File: config.mk
export PLATFORM = sky130hd
export DESIGN_NAME = inst_fetch_ctrl
export DESIGN_NICKNAME = d
export VERILOG_FILES = /design/src/rtl/inst_fetch_ctrl_pkg.sv /design/src/rtl/inst_fetch_ctrl_fifo.sv /design/src/rtl/inst_fetch_ctrl.sv
export SDC_FILE = /design/constraint.sdc
export NUM_CORES = 1
export LEC_CHECK = 0
export ABC_AREA = 0
export BUFFER_PORTS_ARGS = -buffer_cell sky130_fd_sc_hd__buf_2
export CAP_MARGIN = 10
export CORE_MARGIN = 4
export CORE_UTILIZATION = 45
export CTS_BUF_LIST = sky130_fd_sc_hd__clkbuf_8
export DETAILED_ROUTE_END_ITERATION = 12
export PLACE_DENSITY_LB_ADDON = 0.08
export REMOVE_ABC_BUFFERS = 1
export SYNTH_ARGS = -nofsm -noshare
export SYNTH_HDL_FRONTEND = slang
export SYNTH_SLANG_ARGS = --single-unit
File: constraint.sdc
create_clock -name clk -period 7.9 [get_ports clk]
set_clock_uncertainty 0.15 [all_clocks]
set_input_delay 1.185 -clock clk [delete_from_list [all_inputs] [get_ports clk]]
set_output_delay 1.185 -clock clk [all_outputs]
set_load 0.01 [all_outputs]
File: src/rtl/inst_fetch_ctrl_pkg.sv
// Shared types and constants for the instruction fetch controller.
// Stands in for the legacy defines: bus widths, ROM size, chip-enable levels, state encodings.
package inst_fetch_ctrl_pkg;

    localparam int unsigned INST_ADDR_W  = 32;
    localparam int unsigned INST_W       = 32;
    localparam int unsigned INST_MEM_NUM = 64;

    localparam logic             CHIP_ENABLE  = 1'b1;
    localparam logic             CHIP_DISABLE = 1'b0;
    localparam logic [INST_W-1:0] ZERO_WORD   = '0;

    typedef enum logic [1:0] {
        StIdle  = 2'b00,
        StFetch = 2'b01,
        StFault = 2'b10
    } if_state_e;

    // A PC is unusable when misaligned or outside the ROM.
    function automatic logic pc_is_bad(input logic [INST_ADDR_W-1:0] pc,
                                       input logic [INST_ADDR_W-1:0] rom_bytes);
        return (pc[1:0] != 2'b00) || (pc >= rom_bytes);
    endfunction

endpackage

File: src/rtl/inst_fetch_ctrl_fifo.sv
// Prefetch FIFO of {pc,inst} entries with push, pop and synchronous clear.
// Head entry is read straight from the storage registers, so the outputs are registered.
module inst_fetch_ctrl_fifo #(
    parameter int unsigned DEPTH = 2,
    parameter int unsigned W     = 64,
    localparam int unsigned AW    = $clog2(DEPTH),
    localparam int unsigned CNT_W = AW + 1
) (
    input  logic             clk,
    input  logic             rst,
    input  logic             push_i,
    input  logic             pop_i,
    input  logic             clear_i,
    input  logic [W-1:0]     wdata_i,
    output logic [W-1:0]     rdata_o,
    output logic             empty_o,
    output logic [CNT_W-1:0] count_o
);

    logic [W-1:0]     r_mem [DEPTH];
    logic [CNT_W-1:0] r_wptr;
    logic [CNT_W-1:0] r_rptr;
    logic             w_full;
    logic             w_do_push;
    logic             w_do_pop;

    assign count_o   = r_wptr - r_rptr;
    assign empty_o   = (r_wptr == r_rptr);
    assign w_full    = (count_o == CNT_W'(DEPTH));
    assign rdata_o   = r_mem[r_rptr[AW-1:0]];
    assign w_do_pop  = pop_i && !empty_o && !clear_i;
    // Push into a full FIFO is only legal when the head leaves on the same edge.
    assign w_do_push = push_i && !clear_i && (!w_full || w_do_pop);

    always_ff @(posedge clk or posedge rst) begin
        if (rst) begin
            r_wptr <= '0;
            r_rptr <= '0;
            for (int i = 0; i < DEPTH; i++) begin
                r_mem[i] <= '0;
            end
        end else if (clear_i) begin
            r_wptr <= '0;
            r_rptr <= '0;
        end else begin
            if (w_do_push) begin
                r_mem[r_wptr[AW-1:0]] <= wdata_i;
                r_wptr                <= r_wptr + 1'b1;
            end
            if (w_do_pop) begin
                r_rptr <= r_rptr + 1'b1;
            end
        end
    end

endmodule

File: src/rtl/inst_fetch_ctrl.sv
// IF-stage fetch sequencer: owns the PC, drives the combinational ROM, buffers words in a
// prefetch FIFO toward ID, and handles stall, flush redirect and PC faults.
module inst_fetch_ctrl
    import inst_fetch_ctrl_pkg::*;
#(
    parameter logic [INST_ADDR_W-1:0] RESET_PC   = 32'h0000_0000,
    parameter int unsigned            FIFO_DEPTH = 2,
    parameter int unsigned            ROM_BYTES  = INST_MEM_NUM * 4
) (
    input  logic                   clk,
    input  logic                   rst,
    output logic                   rom_en_o,
    output logic [INST_ADDR_W-1:0] rom_addr_o,
    input  logic [INST_W-1:0]      rom_inst_i,
    input  logic                   stall_i,
    input  logic                   flush_i,
    input  logic [INST_ADDR_W-1:0] flush_pc_i,
    output logic                   id_valid_o,
    input  logic                   id_ready_i,
    output logic [INST_ADDR_W-1:0] id_pc_o,
    output logic [INST_W-1:0]      id_inst_o,
    output logic                   fetch_fault_o
);

    localparam int unsigned CNT_W = $clog2(FIFO_DEPTH) + 1;
    localparam logic [INST_ADDR_W-1:0] ROM_LIMIT = INST_ADDR_W'(ROM_BYTES);

    if_state_e                      r_state;
    if_state_e                      w_state_nxt;
    logic [INST_ADDR_W-1:0]         r_pc;
    logic [INST_ADDR_W-1:0]         w_pc_nxt;

    logic                           w_empty;
    logic [CNT_W-1:0]               w_count;
    logic [INST_ADDR_W+INST_W-1:0]  w_head;
    logic                           w_pop_req;
    logic                           w_can_push;
    logic                           w_fetch_ok;
    logic                           w_pc_bad;
    logic                           w_fetch;

    assign id_valid_o = !w_empty;
    assign w_pop_req  = id_valid_o && id_ready_i;
    assign w_can_push = (w_count < CNT_W'(FIFO_DEPTH)) || w_pop_req;
    assign w_fetch_ok = (r_state == StFetch) && w_can_push && !stall_i && !flush_i;
    assign w_pc_bad   = pc_is_bad(r_pc, ROM_LIMIT);
    assign w_fetch    = w_fetch_ok && !w_pc_bad;

    assign rom_en_o      = w_fetch ? CHIP_ENABLE : CHIP_DISABLE;
    // Address holds the PC outside fetch cycles; only the idle cycle after reset shows zero.
    assign rom_addr_o    = (r_state == StIdle) ? '0 : r_pc;
    assign fetch_fault_o = (r_state == StFault);
    assign id_pc_o       = w_head[INST_ADDR_W+INST_W-1:INST_W];
    assign id_inst_o     = w_head[INST_W-1:0];

    always_comb begin
        w_state_nxt = r_state;
        w_pc_nxt    = r_pc;
        unique case (r_state)
            StIdle: begin
                w_state_nxt = StFetch;
            end
            StFetch, StFault: begin
                if (flush_i) begin
                    w_pc_nxt    = flush_pc_i;
                    w_state_nxt = pc_is_bad(flush_pc_i, ROM_LIMIT) ? StFault : StFetch;
                end else if (r_state == StFetch && w_fetch_ok) begin
                    if (w_pc_bad) begin
                        w_state_nxt = StFault;
                    end else begin
                        w_pc_nxt = r_pc + 32'd4;
                    end
                end
            end
            default: begin
                w_state_nxt = StIdle;
            end
        endcase
    end

    always_ff @(posedge clk or posedge rst) begin
        if (rst) begin
            r_state <= StIdle;
            r_pc    <= RESET_PC;
        end else begin
            r_state <= w_state_nxt;
            r_pc    <= w_pc_nxt;
        end
    end

    inst_fetch_ctrl_fifo #(
        .DEPTH (FIFO_DEPTH),
        .W     (INST_ADDR_W + INST_W)
    ) u_fetch_fifo (
        .clk     (clk),
        .rst     (rst),
        .push_i  (w_fetch),
        .pop_i   (w_pop_req),
        .clear_i (flush_i),
        .wdata_i ({r_pc, rom_inst_i}),
        .rdata_o (w_head),
        .empty_o (w_empty),
        .count_o (w_count)
    );

endmodule

==> summary.md, run 1 <==
| Metric | Value |
|---|---|
| Register area | 4160 um^2 |
| Status | complete, no violations |
| Worst-path maximum fanout | 10 |
| Peak supply drop | 0.000117 V |
| First-pass GRT wire length | 27,800 um |
| Critical path class | reg -> out |
| CTS Buf Count | 17 |
| Setup crit end kind | primary output |
| Port bufs | 167 |
| Slew Viols, Final | 0 |
| Pwr Density | 220 nW/um^2 |
| Area contributors post-synth | dfrtp_1, mux2_2, mux2_1, nor2b_1, nand2_1 |
| Area grow syn2layout | 19.0% |
| Number of hold buffers added after cts | 0 |
| Simple-gate share of the synthesized area | 0.162 |
| Avg Cell Area, Syn | 12.1 um^2 |
| Post-Route WL | 16,800 um |
| Yosys reg bits | 166 |
| Die Footprint | 18,800 um^2 |
| DR vias/cell | 5.13 |
| Slew margin rel. | 0.260 |
| Area taken by multi-input logic gates | 3140 um^2 |
| Final setup viols | 0 |
| Sequential fraction of the synthesis area | 0.555 |
| Filler instances | 1,415 |
| Crit-path max cell delay | 410 ps |
| Max Buffers Root-to-Sink | 2 |
| CTS tree | done |
| Post-synth EDFFs | 0 |
| Slowest cell on the critical path | dfrtp_1 |
| Max Cap Viol | 0 |
| Root buf cell | clkbuf_8 |
| Top-level I/O count | 168 |
| Dominant synthesized flop cell | dfrtp_1 |
| Iter 0 DRT Violations | 257 |
| Post-CTS setup buffer count | 0 |
| Crit path required time | 6570 ps |
| H-tree Lvls | 4 |
| DP HPWL | 11,200 um |
| Clk_lat worst skew | 440 ps |
| Synth warn | 0 |
| Worst-Margin Slew | 1110 ps |
| Core footprint | 16,100 um^2 |
| Antenna violations before repair | 0 |
| Row count | 46 |
| Vias in the first global route | 5,545 |
| Cells after Synth | 620 |
| Die X-Extent | 137 um |
| XOR/XNOR Fraction of Synth Area | 0.00351 |
| Mux share of post-synthesis cell area | 0.218 |
| GP Congestion | 0.868 |
| Crit start category | register |
| Hold_ws | 332 ps |
| Cell with the most instances after synthesis | dfrtp_1 |
| All-Layer GR Usage | 0.187 |
| Largest net degree at the start of global routing | 103 |
| WP buf/inv | 1 |
| Routed vias | 5,175 |
| RSZ-0062 raised after global routing | false |
| Max frequency | 0.273 GHz |
| Final worst-path cycle share | 0.463 |
| Min cycle time layout | 3660 ps |
| Synth area leader | dfrtp_1 |
| Yosys cell types | 40 |
| DR DRC count | 0 |
| Critical-path cell list | nor4_1 > nand3_1 > or2_1 > nor3_1 > buf_2 |
| Final hold viol count | 0 |
| Post-route setup TNS | 0 ps |
| Post-synth ARST share | 1.00 |
| Initial Util | 0.465 |
| Share of cells above drive strength 1 | 0.376 |
| Synth top area share | 0.555 |
| Clock-pin slew on the worst setup and hold paths | 90 ps |
| Cts repair resizes | 0 |
| Total grt overflow | 0 |
| CTS Sinks | 166 |
| Die Span Y | 137 um |
| WP data arrival | 2320 ps |
| Pleak | 4.82 nW |
| Post-DR wirelength/cell | 16.7 um |
| Synth Area in Adders | 0.0117 |
| Crit-path leading delay family | simple AND/OR/NAND/NOR gates |
| First-pass DRT Iterations | 5 |
| Synth cell count leaders | dfrtp_1, mux2_2, nand2_1 |
| Diodes inserted | 0 |
| Hold WC Path Type | reg -> reg |
| Compound-gate portion of the synthesized area | 0.0249 |
| Largest family of logic cells by synthesized area | multiplexers |
| Routed Antenna Nets | 0 |
| Synthesized cell area | 7490 um^2 |
| Number of nets in the layout | 855 |
-- final timing paths --
path,slack (ps),depth (start not counted),to,startpoint
max in group asynchronous,5350,3,u_fetch_fifo.r_rptr[0],rst
setup reg to reg,4540,7,u_fetch_fifo.r_mem[76],u_fetch_fifo.r_wptr[0]
hold reg to reg,330,1,u_fetch_fifo.r_mem[105],u_fetch_fifo.r_mem[105]
min in group asynchronous,720,2,u_fetch_fifo.r_mem[54],rst
hold / removal,330,1,u_fetch_fifo.r_mem[105],u_fetch_fifo.r_mem[105]
setup / recovery,4240,5,rom_en_o,r_pc[22]
-- cell families (layout without fill, tap and decap cells) --
kind of cell / after synthesis / after routing
AND/OR/NAND/NOR: 227 / 227
flip-flops: 166 / 166
multiplexers: 145 / 145
buffers and inverters: 43 / 215
AO/OA/AOI/OAI: 29 / 29
adder cells (fa/ha/maj): 7 / 7
XOR/XNOR: 3 / 3
-- layout by cell type (no fill, tap or decap), types with 14 or more instances in the layout --
cell type  count
and2_1        28
nor2b_1       54
clkbuf_8      21
dfrtp_1      165
nand3_1       15
mux2_1        53
nand2_1       65
mux2_2        89
nor4_1        14
buf_2        167
nor2_1        18
-- layout make-up --
| cell class | instances | area share |
|---|---|---|
| Clock inverter | 11 | 0.0139 |
| Inverter | 11 | 0.00520 |
| Multi-Input combinational cell | 411 | 0.353 |
| Sequential cell | 166 | 0.467 |
| Clock buffer | 21 | 0.0325 |
| Tap cell | 216 | 0.0303 |
| Timing Repair Buffer | 172 | 0.0989 |
-- state kept, by name, summed over array words and instances, names as in the netlist --
signal               flops
r_pc                    32
r_state                  2
u_fetch_fifo.r_mem     128
u_fetch_fifo.r_wptr      2
u_fetch_fifo.r_rptr      2
-- stage by stage --
stage	util	area, um^2	setup slack (ps)	total power [mW]	cells
2_1_floorplan	-	7340	2070	1.18	588
3_3_place_gp	0.526	8480	4100	1.35	975
3_5_place_dp	0.526	8480	4090	1.36	975
4_1_cts	0.552	8890	4180	1.98	1007
5_1_grt	0.553	8910	4050	2.07	1008
6_report	0.553	8910	4240	1.96	1008
-- routing by layer --
| layer | part of all wire | routed length [um] | global-route usage |
|---|---|---|---|
| met1 | 0.46 | 7770 | 0.257 |
| met2 | 0.48 | 8100 | 0.301 |
| met3 | 0.049 | 817 | 0.0452 |
| met4 | 0.0067 | 112 | 0.0421 |
| met5 | 0 | 0 | 0 |
-- power breakdown --
group          switching (mW)  internal (mW)
sequential             0.0662          0.901
clock                   0.303          0.315
combinational           0.225          0.150
(Power assumes the default switching activity.)
==> run 2: changes to the inputs <==
Clock period 7.9 ns to 3.1 ns, I/O delays scaled along.
==> summary.md, run 2 (synthesis gave the netlist of run 1 again) <==
| Metric | Value |
|---|---|
| Register area | 4160 um^2 (unchanged) |
| Largest register FFs | 128 (unchanged) |
| Row count | 46 (unchanged) |
| Final setup viols | 0 (unchanged) |
| Status | complete, no violations (unchanged) |
| Share of cells above drive strength 1 | 0.382 (was 0.376) |
| H-tree Lvls | 4 (unchanged) |
| Total grt overflow | 0 (unchanged) |
| End-of-flow core utilization | 0.555 (was 0.553) |
| First-pass GRT wire length | 27,900 um (was 27,800 um) |
| Commonest non-fill, non-tap cell in the layout | buf_2 (unchanged) |
| CTS Buf Count | 17 (unchanged) |
| Post-Route WL | 17,000 um (was 16,800 um) |
| Top-level I/O count | 168 (unchanged) |
| DP HPWL | 11,400 um (was 11,200 um) |
| Area taken by multi-input logic gates | 3150 um^2 (was 3140 um^2) |
| Hold_ws | 19.2 ps (was 332 ps) |
| Routed Antenna Nets | 0 (unchanged) |
| Number of nets in the layout | 859 (was 855) |
| Largest net degree at the start of global routing | 87 (was 103) |
| Number of hold buffers added after cts | 0 (unchanged) |
| Worst-Margin Slew | 948 ps (was 1110 ps) |
| Crit path required time | 2480 ps (was 6570 ps) |
| Filler instances | 1,399 (was 1,415) |
| Core footprint | 16,100 um^2 (unchanged) |
| Critical path class | reg -> out (unchanged) |
| DR DRC count | 0 (unchanged) |
| Clock-pin slew on the worst setup and hold paths | 90 ps (about the same) |
| Setup WS pre-CTS | 581 ps (was 4090 ps) |
| Reg2Reg Depth | 7 (unchanged) |
| Layout Cells excl Fill | 1,012 (was 1,008) |
| Pleak | 4.83 nW (was 4.82 nW) |
| Routed vias | 5,197 (was 5,175) |
| Antenna violations before repair | 0 (unchanged) |
| Max frequency | 0.349 GHz |
| Iter 0 DRT Violations | 396 (was 257) |
| Peak supply drop | 0.000300 V (was 0.000117 V) |
| Hold WC Path Type | in -> async (was reg -> reg) |
| DR vias/cell | 5.14 (was 5.13) |
| Min cycle time layout | 2870 ps |
| Worst-path maximum fanout | 10 (unchanged) |
| Final worst-path cycle share | 0.924 |
| Area grow syn2layout | 19.5% (was 19.0%) |
| Root buf cell | clkbuf_8 (unchanged) |
| Die X-Extent | 137 um (unchanged) |
| Post-DR wirelength/cell | 16.8 um (was 16.7 um) |
| Clk_lat worst skew | 440 ps (about the same) |
| Slew Viols, Final | 0 (unchanged) |
| RSZ-0062 raised after global routing | false (unchanged) |
| All-Layer GR Usage | 0.188 (was 0.187) |
| Crit start category | register (unchanged) |
| Max Buffers Root-to-Sink | 2 (unchanged) |
| Die Span Y | 137 um (unchanged) |
| Cells after DPL | 980 (was 975) |
| Port bufs | 167 (unchanged) |
| Max Cap Viol | 0 (unchanged) |
| Die Footprint | 18,800 um^2 (unchanged) |
| Largest registers | u_fetch_fifo.r_mem: 128 flops, r_pc: 32 flops (unchanged) |
| Vias in the first global route | 5,499 (was 5,545) |
| GP Congestion | 0.850 (was 0.868) |
| WP data arrival | 2250 ps (was 2320 ps) |
| CTS Sinks | 166 (unchanged) |
| Final Cell Area | 8950 um^2 (was 8910 um^2) |
| Diodes inserted | 0 (unchanged) |
| Pwr Density | 549 nW/um^2 (was 220 nW/um^2) |
| Final hold viol count | 0 (unchanged) |
| Initial Util | 0.465 (unchanged) |
| Slew margin rel. | 0.368 (was 0.260) |
| Largest register by flop count | u_fetch_fifo.r_mem (unchanged) |
| Setup crit end kind | primary output (unchanged) |
| Placement Cell Area | 8570 um^2 (was 8480 um^2) |
| Final setup margin | 235 ps (was 4240 ps) |
| CTS tree | done (unchanged) |
| Commonest cells after routing, fill and taps aside | buf_2, dfrtp_1, mux2_2, nand2_1, nor2b_1 (unchanged) |
| First-pass DRT Iterations | 4 (was 5) |
-- run 2: cell types whose count changed in the layout (fill, tap and decap cells not counted), sizes merged --
cell      change
buf           +4
clkbuf        -4
inv           +4
clkinvlp      +3
clkinv        -2
bufinv        -1
-- run 2: area by class of cell --
type / instances / share of cell area
clock buffers: 17 / 0.0261
clock inverters: 15 / 0.0161
inverters: 11 / 0.00517
multi-input cells: 411 / 0.352
flip-flops and latches: 166 / 0.464
well taps: 216 / 0.0302
repair buffers: 176 / 0.107
-- run 2: routing by layer --
metal | wire length (um) | global-route usage | part of all wire
met1 | 7660 | 0.255 | 0.45
met2 | 8190 | 0.305 | 0.48
met3 | 953 | 0.0463 | 0.056
met4 | 180 | 0.0504 | 0.011
met5 | 0 | 0 | 0
-- run 2: path summary, 6_finish.rpt --
path | from | end | slack, ps
worst min register to register | u_fetch_fifo.r_mem[19] | u_fetch_fifo.r_mem[19] | 340
worst max-delay path | r_pc[9] | rom_en_o | 230
worst min-delay path | rst | u_fetch_fifo.r_mem[96] | 20
worst max register to register | u_fetch_fifo.r_wptr[0] | u_fetch_fifo.r_mem[68] | 570
max in group asynchronous | rst | u_fetch_fifo.r_mem[57] | 2060
min in group clk | flush_pc_i[11] | r_pc[11] | 80
-- run 2: worst max-delay path: stages, from the launching register on --
cell,delay [ps]
dfrtp_1,420
nor4_1,350
nand4_1,170
or2_1,410
nor3_2,280
buf_2,180
-- run 2: stage by stage --
stage / power, mW / TNS (ps)
after floorplan: 3.02 / -443080
after global placement: 3.45 / 0
after detailed placement: 3.47 / 0
after CTS: 4.98 / 0
after global routing: 5.20 / 0
final: 4.91 / 0
-- run 2: what timing repair did --
item,4_1_cts,5_1_grt
setup endpoints to repair,0,1
buffers inserted,0,0
gates resized for setup,0,1
-- run 2: power breakdown --
part / switching, mW / total [mW] / internal [mW]
combinational: 0.579 / 0.963 / 0.384
clock: 0.831 / 1.48 / 0.652
sequential: 0.168 / 2.46 / 2.29
total: 1.58 / 4.91 / 3.33
==> run 3: changes to the inputs <==
Settings changed: ABC_AREA 0 to 1, TNS_END_PERCENT from default to 100.
==> summary.md, run 3 <==
| Metric | Value |
|---|---|
| Flop pwr share | 0.468 (was 0.502) |
| Max Cap Viol | 0 (unchanged) |
| CTS Buf Count | 17 (unchanged) |
| Die X-Extent | 146 um (was 137 um) |
| Routed Antenna Nets | 0 (unchanged) |
| Min cycle time layout | 2740 ps (was 2870 ps) |
| First-pass DRT Iterations | 4 (unchanged) |
| Final hold viol count | 0 (unchanged) |
| Slew Viols, Final | 0 (unchanged) |
| WP data arrival | 2120 ps (was 2250 ps) |
| First-pass GRT wire length | 37,500 um (was 27,900 um) |
| Max Buffers Root-to-Sink | 2 (unchanged) |
| FF-to-FF setup slack | 820 ps (was 570 ps) |
| Avg Cell Area, Syn | 7.46 um^2 (was 12.1 um^2) |
| Clock-pin slew on the worst setup and hold paths | 90 ps (about the same) |
| Die Footprint | 21,300 um^2 (was 18,800 um^2) |
| Comb power frac | 0.274 (was 0.196) |
| Sw Share | 0.382 (was 0.321) |
| Power Internal | 3.55 mW (was 3.33 mW) |
| Cells after DPL | 1,509 (was 980) |
| Slew margin rel. | 0.555 (was 0.368) |
| Hold WC Path Type | in -> reg (was in -> async) |
| Commonest cells after routing, fill and taps aside | nand2_1, nor2_1, buf_2, dfrtp_1, nand3_1 (was buf_2, dfrtp_1, mux2_2, nand2_1, nor2b_1) |
| Largest register FFs | 128 (unchanged) |
| Final worst-path cycle share | 0.883 (was 0.924) |
| Area taken by multi-input logic gates | 3720 um^2 (was 3150 um^2) |
| DR vias/cell | 4.91 (was 5.14) |
| H-tree Lvls | 4 (unchanged) |
| Hold EP | r_pc[0] |
| Placement Cell Area | 9570 um^2 (was 8570 um^2) |
| Vias in the first global route | 7,337 (was 5,499) |
| Register area | 4160 um^2 (about the same) |
| RSZ-0062 raised after global routing | false (unchanged) |
| Row count | 50 (was 46) |
| Dominant synthesized flop cell | dfrtp_1 (unchanged) |
| Synth area leader | dfrtp_1 (unchanged) |
| Cts repair resizes | 0 (unchanged) |
| Synth top area share | 0.484 (was 0.555) |
| Hold_ws | 83.1 ps (was 19.2 ps) |
| Synth cell count leaders | nand2_1, nor2_1, dfrtp_1 (was dfrtp_1, mux2_2, nand2_1) |
| Post-Route WL | 22,400 um (was 17,000 um) |
| Cells after Synth | 1,150 (was 620) |
| Post-CTS setup buffer count | 0 (unchanged) |
| Final Power | 5.74 mW (was 4.91 mW) |
| Layout Cells excl Fill | 1,541 (was 1,012) |
| Yosys reg bits | 166 (unchanged) |
| DR DRC count | 0 (unchanged) |
| Final setup margin | 362 ps (was 235 ps) |
| Synthesized cell area | 8580 um^2 (was 7490 um^2) |
| Final Cell Area | 9940 um^2 (was 8950 um^2) |
| GP Congestion | 0.876 (was 0.850) |
| Sequential fraction of the synthesis area | 0.484 (was 0.555) |
| Worst flop-to-flop path startpoint | u_fetch_fifo.r_rptr[0] (was u_fetch_fifo.r_wptr[0]) |
| End-of-flow core utilization | 0.532 (was 0.555) |
| Largest registers | u_fetch_fifo.r_mem: 128 flops, r_pc: 32 flops (unchanged) |
| Setup WS pre-CTS | 806 ps (was 581 ps) |
| Crit path required time | 2480 ps (about the same) |
| CTS Sinks | 166 (unchanged) |
| Peak supply drop | 0.000356 V (was 0.000300 V) |
| DP HPWL | 15,000 um (was 11,400 um) |
| Max frequency | 0.365 GHz (was 0.349 GHz) |
| P_sw | 2.19 mW (was 1.58 mW) |
| Top-level I/O count | 168 (unchanged) |
| Reg2Reg Capture Point | u_fetch_fifo.r_mem[122] (was u_fetch_fifo.r_mem[68]) |
| Pleak | 5.53 nW (was 4.83 nW) |
| Root buf cell | clkbuf_8 (unchanged) |
| Port bufs | 167 (unchanged) |
| Hold_sp | flush_pc_i[0] |
| Worst-Margin Slew | 666 ps (was 948 ps) |
| Commonest non-fill, non-tap cell in the layout | nand2_1 (was buf_2) |
| Pwr Density | 577 nW/um^2 (was 549 nW/um^2) |
| Clk_lat worst skew | 460 ps (was 440 ps) |
| Cell with the most instances after synthesis | nand2_1 (was dfrtp_1) |
| Worst-path maximum fanout | 18 (was 10) |
| CTS tree | done (unchanged) |
| Post-synth ARST share | 1.00 (unchanged) |
| Reg2Reg Depth | 9 (was 7) |
| Area contributors post-synth | dfrtp_1, nand2_1, nor2_1, nand3_1, mux2_2 (was dfrtp_1, mux2_2, mux2_1, nor2b_1, nand2_1) |
| All-Layer GR Usage | 0.213 (was 0.188) |
| Post-route setup TNS | 0 ps (unchanged) |
| Filler instances | 1,913 (was 1,399) |
| Routed vias | 7,574 (was 5,197) |
| Iter 0 DRT Violations | 512 (was 396) |
| Clock Power Share | 0.258 (was 0.302) |
| Worst Hold Path Cells | 3 |
| Total grt overflow | 0 (unchanged) |
| Share of cells above drive strength 1 | 0.204 (was 0.382) |
| Final setup viols | 0 (unchanged) |
| Setup crit end kind | primary output (unchanged) |
| Crit start category | register (unchanged) |
| Core footprint | 18,700 um^2 (was 16,100 um^2) |
| Status | complete, no violations (unchanged) |
| Antenna violations before repair | 0 (unchanged) |
| Largest net degree at the start of global routing | 93 (was 87) |
| Initial Util | 0.459 (was 0.465) |
| Largest register by flop count | u_fetch_fifo.r_mem (unchanged) |
| Post-synth EDFFs | 0 (unchanged) |
| Number of hold buffers added after cts | 1 (was 0) |
| Critical path class | reg -> out (unchanged) |
| Yosys cell types | 25 (was 40) |
| Area grow syn2layout | 15.9% (was 19.5%) |
| Post-DR wirelength/cell | 14.5 um (was 16.8 um) |
| Number of nets in the layout | 1,371 (was 859) |
| Diodes inserted | 0 (unchanged) |
| Synth warn | 0 (unchanged) |
| Die Span Y | 146 um (was 137 um) |
run 3: cell count changes in the layout (fill, tap and decap cells not counted), sizes merged, moves of 14 or more:
cell,delta
nor4,-14
nor2b,-54
nor2,+151
nand2,+356
mux2,-104
nand3,+107
and2,-28
inv,+92
o21ai,+34
run 3: per-layer routing:
layer | wire, um | global-route usage | share of wire | up-vias
met2 | 10200 | 0.344 | 0.46 | 169
met4 | 413 | 0.0583 | 0.018 | 0
met3 | 949 | 0.0376 | 0.042 | 26
met1 | 10800 | 0.298 | 0.48 | 3535
met5 | 0 | 0 | 0 | -
li1 | - | - | - | 3844
run 3: worst max path at each step:
| stage | start | endpoint | slack (ps) | cells after the start |
|---|---|---|---|---|
| 3_3_place_gp | u_fetch_fifo.r_rptr[0] | u_fetch_fifo.r_mem[125] | 870 | 9 |
| 2_1_floorplan | u_fetch_fifo.r_wptr[0] | u_fetch_fifo.r_mem[100] | -2030 | 10 |
| 3_5_place_dp | u_fetch_fifo.r_rptr[0] | u_fetch_fifo.r_mem[104] | 810 | 9 |
| 6_report | r_state[0] | rom_addr_o[30] | 360 | 5 |
| 4_1_cts | r_state[0] | rom_addr_o[29] | 320 | 5 |
| 5_1_grt | r_state[0] | rom_addr_o[30] | 230 | 5 |
run 3: area by class of cell:
| cell class | instances | area share |
|---|---|---|
| Clock buffer | 17 | 0.0235 |
| Clock inverter | 14 | 0.0128 |
| Inverter | 107 | 0.0409 |
| Multi-Input combinational cell | 819 | 0.374 |
| Sequential cell | 166 | 0.418 |
| Tap cell | 234 | 0.0294 |
| Timing Repair Buffer | 184 | 0.101 |
run 3: power groups by stage:
stage	sequential, mW	combinational, mW	clock, mW
floorplan	2.62	1.02	0
global placement	2.71	1.56	0
detailed placement	2.72	1.57	0
CTS	2.68	1.58	1.53
global route	2.72	1.80	1.62
finish	2.69	1.57	1.48
run 3: logic make-up (layout without fill, tap and decap cells):
| logic type | count (synthesis) | after routing | synth area share |
|---|---|---|---|
| AO/OA/AOI/OAI | 51 | 51 | 0.0306 |
| XOR/XNOR | 2 | 2 | 0.00204 |
| multiplexers | 40 | 40 | 0.0522 |
| flip-flops | 166 | 166 | 0.484 |
| buffers and inverters | 165 | 322 | 0.0823 |
| AND/OR/NAND/NOR | 719 | 719 | 0.338 |
| adder cells (fa/ha/maj) | 7 | 7 | 0.0102 |
run 3: worst max-delay path, stage by stage (launching register included):
cell,delay [ps]
dfrtp_1,420
inv_1,100
ha_1,580
buf_4,340
nor2_1,80
buf_2,140
